`config.mk`:
```
export PLATFORM = sky130hd
export DESIGN_NAME = vram_write_arbiter
export DESIGN_NICKNAME = d
export VERILOG_FILES = /design/src/rtl/vram_write_arbiter.sv
export SDC_FILE = /design/constraint.sdc
export NUM_CORES = 1
export LEC_CHECK = 0
export ABC_AREA = 1
export CELL_PAD_IN_SITES_DETAIL_PLACEMENT = 1
export CELL_PAD_IN_SITES_GLOBAL_PLACEMENT = 1
export CORE_MARGIN = 2
export CORE_UTILIZATION = 47
export DETAILED_ROUTE_END_ITERATION = 16
export PLACE_DENSITY_LB_ADDON = 0.1
export SKIP_CTS_REPAIR_TIMING = 1
export SLEW_MARGIN = 25
export SYNTH_ARGS = -nofsm -noshare
export SYNTH_HDL_FRONTEND = slang
export SYNTH_SLANG_ARGS = --single-unit
```
`constraint.sdc`:
```
create_clock -name clk_sys -period 5.05 [get_ports clk_sys]
set_input_delay 1.01 -clock clk_sys [delete_from_list [all_inputs] [get_ports clk_sys]]
set_output_delay 1.01 -clock clk_sys [all_outputs]
set_load 0.01 [all_outputs]
```
`src/rtl/vram_write_arbiter.sv`:
```
// Single write port owner for the 80x60 char RAM: a small FIFO buffers CPU stores, which preempt a
// screen fill engine. Build macro VRAM_BLANK_ONLY_WRITE_EN restricts grants to VGA blanking.
module vram_write_arbiter #(
    parameter int unsigned ADDR_W     = 13,
    parameter int unsigned DATA_W     = 7,
    parameter int unsigned DEPTH      = 4800,
    parameter int unsigned FIFO_DEPTH = 4
) (
    input  logic              clk_sys,
    input  logic              rst,
    input  logic              cpu_wr,
    input  logic [ADDR_W-1:0] cpu_addr,
    input  logic [DATA_W-1:0] cpu_data,
    output logic              cpu_full,
    output logic              cpu_ovf,
    input  logic              fill_start,
    input  logic [DATA_W-1:0] fill_char,
    output logic              fill_busy,
    output logic              fill_done,
    input  logic              vga_blank,
    output logic              ram_we,
    output logic [ADDR_W-1:0] ram_addr,
    output logic [DATA_W-1:0] ram_data
);
    localparam int unsigned PTR_W = $clog2(FIFO_DEPTH);
    localparam int unsigned CNT_W = PTR_W + 1;

    typedef enum logic [1:0] {
        StIdle = 2'b00,
        StCpu  = 2'b01,
        StFill = 2'b10
    } state_e;

    state_e            r_state;
    state_e            w_state_d;
    logic [ADDR_W-1:0] r_fifo_addr [FIFO_DEPTH];
    logic [DATA_W-1:0] r_fifo_data [FIFO_DEPTH];
    logic [PTR_W-1:0]  r_wr_ptr;
    logic [PTR_W-1:0]  r_rd_ptr;
    logic [CNT_W-1:0]  r_count;
    logic [CNT_W-1:0]  w_count_d;
    logic              r_cpu_full;
    logic              r_cpu_ovf;
    logic              r_fill_busy;
    logic [ADDR_W-1:0] r_fill_addr;
    logic [DATA_W-1:0] r_fill_char;
    logic              r_fill_last_wr;
    logic              r_fill_done;
    logic [ADDR_W-1:0] r_ram_addr;
    logic [DATA_W-1:0] r_ram_data;
    logic              w_grant_ok;
    logic              w_fifo_empty;
    logic              w_pop;
    logic              w_push;
    logic              w_fill_go;
    logic              w_fill_last;

`ifdef VRAM_BLANK_ONLY_WRITE_EN
    assign w_grant_ok = vga_blank;
`else
    logic w_unused_blank;
    assign w_unused_blank = vga_blank;
    assign w_grant_ok     = 1'b1;
`endif

    assign w_fifo_empty = (r_count == '0);
    assign w_fill_last  = (r_fill_addr == ADDR_W'(DEPTH - 1));

    // Grant for this cycle; the registered state is what ram_we reflects.
    always_comb begin
        w_state_d = StIdle;
        if (w_grant_ok && !w_fifo_empty) begin
            w_state_d = StCpu;
        end else if (w_grant_ok && r_fill_busy) begin
            w_state_d = StFill;
        end
    end

    always_ff @(posedge clk_sys) begin
        if (rst) begin
            r_state <= StIdle;
        end else begin
            r_state <= w_state_d;
        end
    end

    assign w_pop     = (w_state_d == StCpu);
    assign w_fill_go = (w_state_d == StFill);
    assign w_push    = cpu_wr && (!r_cpu_full || w_pop);

    always_comb begin
        w_count_d = r_count;
        case ({w_push, w_pop})
            2'b10:   w_count_d = r_count + CNT_W'(1);
            2'b01:   w_count_d = r_count - CNT_W'(1);
            default: w_count_d = r_count;
        endcase
    end

    always_ff @(posedge clk_sys) begin
        if (w_push) begin
            r_fifo_addr[r_wr_ptr] <= cpu_addr;
            r_fifo_data[r_wr_ptr] <= cpu_data;
        end
    end

    always_ff @(posedge clk_sys) begin
        if (rst) begin
            r_wr_ptr       <= '0;
            r_rd_ptr       <= '0;
            r_count        <= '0;
            r_cpu_full     <= 1'b0;
            r_cpu_ovf      <= 1'b0;
            r_fill_busy    <= 1'b0;
            r_fill_addr    <= '0;
            r_fill_char    <= '0;
            r_fill_last_wr <= 1'b0;
            r_fill_done    <= 1'b0;
            r_ram_addr     <= '0;
            r_ram_data     <= '0;
        end else begin
            if (w_push) begin
                r_wr_ptr <= r_wr_ptr + PTR_W'(1);
            end
            if (w_pop) begin
                r_rd_ptr <= r_rd_ptr + PTR_W'(1);
            end
            r_count    <= w_count_d;
            r_cpu_full <= (w_count_d == CNT_W'(FIFO_DEPTH));
            if (cpu_wr && !w_push) begin
                r_cpu_ovf <= 1'b1;
            end
            // fill_done trails the last write by one cycle so it lines up after ram_we shows it.
            r_fill_last_wr <= w_fill_go && w_fill_last;
            r_fill_done    <= r_fill_last_wr;
            if (w_pop) begin
                r_ram_addr <= r_fifo_addr[r_rd_ptr];
                r_ram_data <= r_fifo_data[r_rd_ptr];
            end else if (w_fill_go) begin
                r_ram_addr <= r_fill_addr;
                r_ram_data <= r_fill_char;
            end
            if (w_fill_go) begin
                r_fill_addr <= r_fill_addr + ADDR_W'(1);
                if (w_fill_last) begin
                    r_fill_busy <= 1'b0;
                end
            end else if (fill_start && !r_fill_busy) begin
                r_fill_busy <= 1'b1;
                r_fill_addr <= '0;
                r_fill_char <= fill_char;
            end
        end
    end

    assign ram_we    = (r_state != StIdle);
    assign ram_addr  = r_ram_addr;
    assign ram_data  = r_ram_data;
    assign cpu_full  = r_cpu_full;
    assign cpu_ovf   = r_cpu_ovf;
    assign fill_busy = r_fill_busy;
    assign fill_done = r_fill_done;

endmodule

```
==> results of run 1 <==
## Yosys cell counts, drive strengths merged
cell type	instances
nand3	51
edfxtp	80
nand2	119
o22ai	1
o31ai	1
or2	1
nand4	4
clkbuf	16
nor2	115
nor4	1
dfxtp	56
a21oi	23
inv	29
ha	6
clkinv	1
o21ai	44
nor3	5
nor3b	1
fa	1
o211ai	1
xor2	2
buf	9
## power by group
part / total, W / internal, W / switching, W
sequential: 0.00145 / 0.00134 / 0.000110
clock: 0.00123 / 0.000767 / 0.000460
combinational: 0.00100 / 0.000369 / 0.000631
total: 0.00368 / 0.00248 / 0.00120
## final cells by class
class	instances	share of cell area
clock buffer	17	0.06321
clock inverter	13	0.02324
inverter	30	0.01692
multi-input combinational	376	0.2569
sequential	136	0.5235
tap	143	0.02658
timing repair buffer	62	0.08961
## metrics by stage
step                total power [W]  instance area, um^2  std cells  worst slack [ns]
CTS                        0.003712                 6730        777             2.347
global placement           0.002422                 6148        747             2.127
detailed placement         0.002473                 6148        747             1.923
floorplan                  0.002069                 5485        567             2.703
finish                     0.003682                 6730        777             2.360
global route               0.003888                 6730        777             2.249
## final timing paths
kind	endpoint	cells after the start
min	fill_done	2
max	cpu_full	8
max reg2reg	cpu_full	8
min reg2reg	fill_done	2
## registers in the layout (all words and copies together), names as in the netlist, 2 cells and up, named ones only
signal / count
r_count: 3
r_fill_addr: 13
r_rd_ptr: 2
r_wr_ptr: 2
ram_addr: 13
r_fifo_addr: 52
r_fill_char: 7
r_state: 2
r_fifo_data: 28
ram_data: 7
## tightest hold or removal path, cell delays in order, from the launching register on
cell,delay (ns)
dfxtp_1,0.30
inv_1,0.05
nor2_1,0.03
## logic make-up after synthesis
group                      count (synthesis)  synth area share
DFF                                      136            0.6423
and+or+nand+nor                          297            0.2276
AOI/OAI and AO/OA                         70           0.06707
buffers and inverters                     55           0.04242
adders and majority gates                  7           0.01734
xor gates and xnor gates                   2          0.003194
## routing by layer
layer / GRT usage / wire (um) / vias up
met5: 0 / 0 / -
met2: 0.4206 / 7193 / 89
met4: 0.09431 / 224 / 0
li1: - / - / 2007
met1: 0.2854 / 5937 / 2039
met3: 0.07019 / 585 / 16
==> summary.txt, run 1 <==
STA
  • Relative slew margins: 0.3397
  • Hold Fails Final Rpt: 0
  • Final setup fails: 0
  • Worst hold slack: 0.4251 ns
  • Final TNS setup: 0 ns
  • Max Transition Viols Final: 0
  • Slew @ Worst Pin: 0.9893 ns
  • RSZ-0062 raised after global routing: false
  • Final worst path period share: 0.5326
  • Peak Freq: 0.3718 GHz
  • Clock Skew: 0.008623 ns
  • Fin crit period: 2.690 ns

Pwr
  • Power per cell area: approximately 550 nW/um^2
  • Max VDD drop: approximately 0.00033 V
  • Leak Pwr: 2.537 nW

Die
  • Initial core utilization: 0.4804
  • Die area: roughly 13,000 um^2
  • Boundary Pins: 57
  • Die Ht: 112.0 um
  • Die span in x: between 100 and 150 um
  • Rows: 39
  • Core area: between 10,000 and 15,000 um^2

Yosys
  • Distinct cells, synth: 32
  • Yosys top cell area share: 0.4380
  • Synth area leader: edfxtp_1
  • Synth warn: 0
  • Gate count of the mapped netlist: 567
  • Net Count, Synth: 606
  • Register area share after synthesis: 0.6423
  • Post-Syn Area: 5485 um^2
  • Synth area leaders: edfxtp_1 (44%), dfxtp_1 (20%), nand2_1 (8.0%), nor2_1 (7.5%), nand3_1 (4.6%)
  • Seq cells post-synth: 136
  • Avg Cell Area, Syn: 9.674 um^2

Critical path
  • Buf+Inv Stages, Crit Path: 1
  • R2r startpoint: r_count[0]
  • CP Class: in2reg
  • Crit Path Max Fanout: 9
  • Worst setup EP type: flop
  • Critical Path AT: 3.01 ns
  • CP peak stage delay: 0.54 ns
  • CP cell instances: clkdlybuf4s50_1 > o21ai_4 > ha_1 > fa_1 > nand2_1 > nor3b_1 > nor2_1 > nor3_1
  • Critical path's top delay family: simple AND/OR/NAND/NOR gates
  • Worst EP required: 5.37 ns
  • Slowest CP cell: clkdlybuf4s50_1
  • R2R Setup Slk: 2.60 ns
  • Worst setup SP type: input pin
  • Critical path origin: cpu_wr

Placed design
  • Post-DP HPWL: 8694 um
  • GPL Wtd Cong: 0.8217
  • # port buffers: between 50 and 60

CTS
  • CTS tree: yes
  • H-tree depth: 4
  • Clock slew at reported path FFs: 0.06 ns
  • Clock root cell: clkbuf_16
  • Clk Latency, worst-skew pair: 0.42 ns
  • TritonCTS Buffers: 17
  • CTS Buffer Depth: 2
  • Clk sink count: 136

GRT
  • First-pass GRT wire length: 22,910 um
  • Global Route Usage Sum: 0.2421
  • Number of global-route vias before repair: around 4,500
  • Initial antenna violation count: 0
  • Largest net degree at the start of global routing: 42
  • Remaining global-route overflow: 0

Cells and area
  • Fillers: 1,279
  • Nets@finish: 662
  • Syn-to-layout area delta: 22.70%
  • Final core utilization: 0.5894
  • N_diodes: 0
  • Reg area: 3523 um^2
  • Most frequent cells in the layout: nand2_1 (117), nor2_1 (110), edfxtp_1 (80), dfxtp_1 (56), clkdlybuf4s50_1 (55)
  • Multi-input logic area: 1729 um^2
  • Layout cell share with drive strength beyond 1: 0.07729
  • Commonest non-fill, non-tap cell in the layout: nand2_1

Routing
  • DR vias/cell: 5.342
  • DRT iter0 DRCs: roughly 250
  • Wire per inst: 17.94 um
  • Drc violations: 0
  • ANT nets after route: 0
  • Drt pass-1 iters: 4
  • Via count: 4,151
  • Routed wire length: 13,940 um

Worst hold path
  • Hold Crit Class: reg2reg
  • Worst Hold Launch: r_fill_last_wr

Status
  • Status: finished clean

Job
  • Max-Cap Viols: 0
Power figures use the tool's default switching activity.
==> run 2, diff against run 1 <==
--- a/config.mk
+++ b/config.mk
@@ -9,7 +9,7 @@
 export CELL_PAD_IN_SITES_DETAIL_PLACEMENT = 1
 export CELL_PAD_IN_SITES_GLOBAL_PLACEMENT = 1
 export CORE_MARGIN = 2
-export CORE_UTILIZATION = 47
+export CORE_UTILIZATION = 39
 export DETAILED_ROUTE_END_ITERATION = 16
 export PLACE_DENSITY_LB_ADDON = 0.1
 export SKIP_CTS_REPAIR_TIMING = 1
==> constraint.sdc (replaced) <==
create_clock -name clk_sys -period 2.4 [get_ports clk_sys]
set_input_delay 0.48 -clock clk_sys [delete_from_list [all_inputs] [get_ports clk_sys]]
set_output_delay 0.48 -clock clk_sys [all_outputs]
set_load 0.01 [all_outputs]
==> summary.txt, run 2 (synthesis results as in run 1) <==
GRT
  • Number of global-route vias before repair: 4,200 (-6.9%)
  • First-pass GRT wire length: 21,960 um (-4.1%)
  • Initial antenna violation count: 0 (unchanged)
  • Largest net degree at the start of global routing: 41 (-2.4%)
  • Remaining global-route overflow: 0 (unchanged)
  • Global Route Usage Sum: 0.1971 (-0.04506)

Routing
  • Via count: 4,155 (+0.096%)
  • DRT iter0 DRCs: 189 (-24%)
  • Wire per inst: 16.69 um (-7.0%)
  • DR vias/cell: 5.055 (-5.4%)
  • Drt pass-1 iters: 4 (unchanged)
  • Drc violations: 0 (unchanged)
  • ANT nets after route: 0 (unchanged)
  • Routed wire length: 13,720 um (-1.6%)

Cells and area
  • Biggest regs: r_fifo_addr: 52 flops, r_fifo_data: 28 flops
  • Nets@finish: 668 (+0.91%)
  • Layout cell share with drive strength beyond 1: 0.08723 (+0.009940)
  • N_diodes: 0 (unchanged)
  • Finished layout cell area: 6889 um^2 (+2.4%)
  • Fillers: 1,515 (+18%)
  • Max reg flops: 52 (unchanged)
  • Most frequent cells in the layout: nand2_1 (117), nor2_1 (110), edfxtp_1 (80), dfxtp_1 (56), clkdlybuf4s50_1 (55)
  • Largest register by flop count: r_fifo_addr
  • Syn-to-layout area delta: 25.59%
  • Final std cells w/o fill: 822 (+5.8%)
  • Commonest non-fill, non-tap cell in the layout: nand2_1

CTS
  • CTS Buffer Depth: 2 (unchanged)
  • CTS tree: yes
  • Clk sink count: 136 (unchanged)
  • Clk Latency, worst-skew pair: 0.41 ns (about the same)
  • Clock root cell: clkbuf_16
  • Clock slew at reported path FFs: 0.06 ns (about the same)
  • TritonCTS Buffers: 17 (unchanged)
  • H-tree depth: 4 (unchanged)

STA
  • Clock Skew: 0.005745 ns (-0.002878 ns)
  • Peak Freq: approximately 0.47 GHz
  • RSZ-0062 raised after global routing: false
  • Final setup fails: 0 (unchanged)
  • Relative slew margins: 0.5741 (+0.2344)
  • Max Transition Viols Final: 0 (unchanged)
  • Hold Fails Final Rpt: 0 (unchanged)
  • Slew @ Worst Pin: 0.6379 ns (-0.3514 ns)
  • Final worst path period share: 0.8930
  • Fin crit period: 2.143 ns
  • Final TNS setup: 0 ns (unchanged)

Placed design
  • # port buffers: 55 (unchanged)
  • Area of placed instances: 6290 um^2 (+2.3%)
  • Cells after DPL: 790 (+5.8%)
  • Post-DP HPWL: 8986 um (+3.4%)
  • GPL Wtd Cong: 0.8143 (-0.90%)

Critical path
  • Critical Path AT: 2.48 ns (-0.53 ns)
  • Worst setup EP type: flop
  • CP peak stage delay: 0.46 ns (-0.08 ns)
  • Worst setup SP type: flop
  • Crit Path Max Fanout: 17 (+8)
  • Slowest CP cell: dfxtp_1
  • CP cell instances: nor2_4 > nand2_4 > o21ai_4 > ha_1 > fa_1 > nand2_1 > nor3b_1 > nor2_1 > nor3_1
  • Buf+Inv Stages, Crit Path: 0 (-1)
  • Worst EP required: 2.74 ns (-2.63 ns)
  • Critical path's top delay family: simple AND/OR/NAND/NOR gates
  • CP Class: reg2reg

Worst hold path
  • Hold Crit Class: reg2reg

Die
  • Die Ht: 122.6 um (+9.4%)
  • Initial core utilization: 0.3967 (-0.08368)
  • Boundary Pins: 57 (unchanged)
  • Rows: 43 (+10%)
  • Die span in x: 122.6 um (+9.4%)
  • Core area: 13,830 um^2 (+21%)
  • Die area: 15,030 um^2 (+20%)

Status
  • Status: finished clean

Pwr
  • Power per cell area: 1134 nW/um^2 (+110%)
  • Leak Pwr: 2.578 nW (+1.6%)
  • Max VDD drop: 0.001055 V (+220%)

Job
  • Max-Cap Viols: 0 (unchanged)
[run 2: worst min-delay path, delay by kind of cell (launching register included)]
family | cells | cell delay (ns)
flops | 1 | 0.30
buf+inv | 1 | 0.04
simple gates | 1 | 0.03
[run 2: power breakdown]
| part | leakage (nW) | switching, W | internal, W |
|---|---|---|---|
| Sequential | 1.19 | 0.000187 | 0.00283 |
| Clock | 0.286 | 0.000993 | 0.00163 |
| Combinational | 1.10 | 0.00135 | 0.000823 |
| Total | 2.58 | 0.00253 | 0.00528 |
[run 2: layout make-up]
cell class	count	area, um^2	share of cell area
Multi-Input combinational cell	376	1729	0.2510
Clock inverter	15	173.9	0.02525
Clock buffer	17	425.4	0.06175
Timing Repair Buffer	68	698.2	0.1013
Tap cell	180	225.2	0.03269
Sequential cell	136	3523	0.5114
Inverter	30	113.9	0.01653
[run 2: layer usage]
metal / vias up / share of wire / routed length (um) / GRT usage
met5: - / 0 / 0 / 0
met1: 2050 / 0.46 / 6369 / 0.2512
li1: 2027 / - / - / -
met4: 0 / 0.0075 / 103 / 0.04885
met2: 68 / 0.49 / 6747 / 0.3313
met3: 10 / 0.036 / 500 / 0.05623
[run 2: through the flow]
stage                       util  total power [W]  hold WS, ns  worst slack [ns]
final                     0.4982         0.007815       0.4067            0.2568
after global placement    0.4549         0.005202       0.3996           0.03460
after global routing      0.4982         0.008278       0.4252           0.03934
after floorplan                -         0.004354       0.3883            0.3930
after CTS                 0.4982         0.007910       0.4136            0.2340
after detailed placement  0.4549         0.005266       0.4036          -0.04449
[run 2: path summary, 6_finish.rpt]
check                                    start        end  slack, ns  depth (start not counted)
worst max-delay path                r_count[0]   cpu_full       0.26                          9
worst min register to register  r_fill_last_wr  fill_done       0.41                          2
worst min-delay path            r_fill_last_wr  fill_done       0.41                          2
worst max register to register      r_count[0]   cpu_full       0.26                          9
==> variant: new RTL, settings of run 2 <==
Add a define of `VRAM_BLANK_ONLY_WRITE_EN`.
--- a/src/rtl/vram_write_arbiter.sv
+++ b/src/rtl/vram_write_arbiter.sv
@@ -1,5 +1,7 @@
 // Single write port owner for the 80x60 char RAM: a small FIFO buffers CPU stores, which preempt a
 // screen fill engine. Build macro VRAM_BLANK_ONLY_WRITE_EN restricts grants to VGA blanking.
+`define VRAM_BLANK_ONLY_WRITE_EN
+
 module vram_write_arbiter #(
     parameter int unsigned ADDR_W     = 13,
     parameter int unsigned DATA_W     = 7,
Check against the original RTL: not equivalent (Yosys sat finds a counterexample within 4 cycles, from zero or initial values and one cycle with rst high).
==> variant against run 2 <==
  * Via count increased by 0.41%
  * Sequential cell count unchanged
  * Maximum frequency decreased by 1.4%
  * First-iteration DRC count increased by 25%
  * Setup slack got worse by 0.031 ns
  * Routed wire length increased by 1.8%
  * Final area increased by 0.94%
  * Synthesized area increased by 0.50%
  * Synthesized cell count decreased by 1.8%
  * Power decreased by 13%
  * Critical path type unchanged
  * Largest cell class unchanged
  * Largest power group unchanged
  * Highest routed layer unchanged
==> variant: results (changes against run 2) <==
### Timing
* 0.00752 ns — clock tree skew after final layout, +0.00178 ns
* 0 ns — final total negative setup slack, unchanged
* 71.0% — Max transition margin, +14 points
* 0.428 ns — Hold Worst Slack, +0.0209 ns
* 2.17 ns — shortest clock period the worst path allows after layout, +0.0312 ns

### Yosys
* 63.9% — part of the Yosys area used for sequential elements, -0.32 points
* 557 — Post-Syn Instances, -1.8%
* sky130_fd_sc_hd__edfxtp_1 (44%), sky130_fd_sc_hd__dfxtp_1 (20%), sky130_fd_sc_hd__nor2_1 (6.8%), sky130_fd_sc_hd__nand2_1 (6.0%), sky130_fd_sc_hd__o21ai_0 (5.9%) — dominant cells by area after synthesis
* sky130_fd_sc_hd__nor2_1 (100), sky130_fd_sc_hd__nand2_1 (88), sky130_fd_sc_hd__edfxtp_1 (80) — leading cell types by count after synthesis
* 596 — synthesized netlist net count, -1.7%
* 30 — Unique masters post-synth, -6.3%

### Global routing
* 19.9% — global-route usage over all layers, +0.22 points
* 41 — largest net degree at the start of global routing, unchanged
* 4264 — number of global-route vias before repair, +1.5%
* 22300 um — first-pass GRT wire length, +1.6%

### Drt
* 605 um — sum of met3 wire segment lengths after detailed routing, +21%
* 5.05 — average vias per placed instance, about the same
* 236 — violation count after the first detailed-routing iteration, +25%
* 6740 um — length of routed met2 wiring, -0.13%
* 16.9 um — DR WL/cell, +1.3%
* 6380 um — post-route met1 wirelength, +0.20%

### Run status
* completed — outcome

### Worst setup path
* 0.37 ns — Largest stage delay, worst path, -0.09 ns
* sky130_fd_sc_hd__fa_1 — cell type of the slowest stage on the worst timing path
* 2.51 ns — Arr. time, crit path, +0.03 ns
* 12 — R2R depth, +3
* 4 — Max Fanout on Critical Path, -13
* r_count[1] — source of the worst register-to-register timing path
* 0.23 ns — Reg2Reg Setup Slack, -0.03 ns

### Placed design
* 6380 um^2 — post-place instance area, +1.4%
* 9500 um — placed wire-length estimate, +5.8%
* 56 — number of port buffers, +1.8%
* -0.162 ns — worst slack at placement, -0.117 ns
* 794 — Cell Count Post-Placement, +0.51%
* 0.794 — global placer's final weighted congestion, -2.5%

### Pwr
* 37.0% — power share of the clock group, +3.4 points
* 0.611 mV — maximum vdd ir drop, -42%
* 4.84 mW — Power Internal, -8.4%
* 42.1% — relative contribution of sequential cells to total power, +3.5 points
* 2.56 nW — static power due to leakage, -0.74%

### Finish
* 0 — # diodes, unchanged
* 1501 — fillcell total, -0.92%
* 10.4% — share of layout cells above drive strength 1, +1.6 points
* 672 — number of nets at the end of the flow, +0.60%

### Min path
* flip-flop to flip-flop — class of the worst hold path

### Clock tree
* 4 — number of levels the H-tree was split into, unchanged

[variant: cell types whose count changed in the layout (fill, tap and decap cells not counted), sizes merged, moves of 13 or more]
cell,delta
nand3,-29
nand2,-27
o21ai,+22
nand4,+14
a21oi,-13
o22ai,+13
[variant: cell families (layout without fill, tap and decap cells)]
logic type,after synthesis,in the layout,share of synthesized area (%)
flip-flops,136,136,63.9
AND/OR/NAND/NOR,244,244,19.2
adder cells (fa/ha/maj),7,7,1.72
buffers and inverters,70,159,5.27
XOR/XNOR,1,1,0.159
AO/OA/AOI/OAI,99,99,9.71
[variant: through the flow]
| stage | total power [mW] | utilization (%) |
|---|---|---|
| after floorplan | 3.70 | - |
| after global routing | 7.15 | 50.3 |
| after detailed placement | 4.33 | 46.1 |
| final | 6.80 | 50.3 |
| after CTS | 6.88 | 50.3 |
| after global placement | 4.29 | 46.1 |
[variant: metal layers]
| metal | GRT usage [%] | up-vias |
|---|---|---|
| li1 | - | 2048 |
| met1 | 25.6 | 2028 |
| met2 | 32.1 | 78 |
| met3 | 5.58 | 18 |
| met4 | 7.61 | 0 |
| met5 | 0 | - |
[variant: layout make-up]
cell class	instances	area [um^2]	share of cell area, %
Sequential cell	136	3520	50.7
Multi-Input combinational cell	351	1700	24.4
Timing Repair Buffer	80	753	10.8
Clock buffer	20	447	6.42
Tap cell	180	225	3.24
Inverter	47	176	2.54
Clock inverter	12	130	1.87
[variant: tightest hold or removal path, stage by stage (launching register included)]
cell                      delay [ns]
sky130_fd_sc_hd__dfxtp_1        0.29
sky130_fd_sc_hd__inv_1          0.06
sky130_fd_sc_hd__nor2_1         0.04
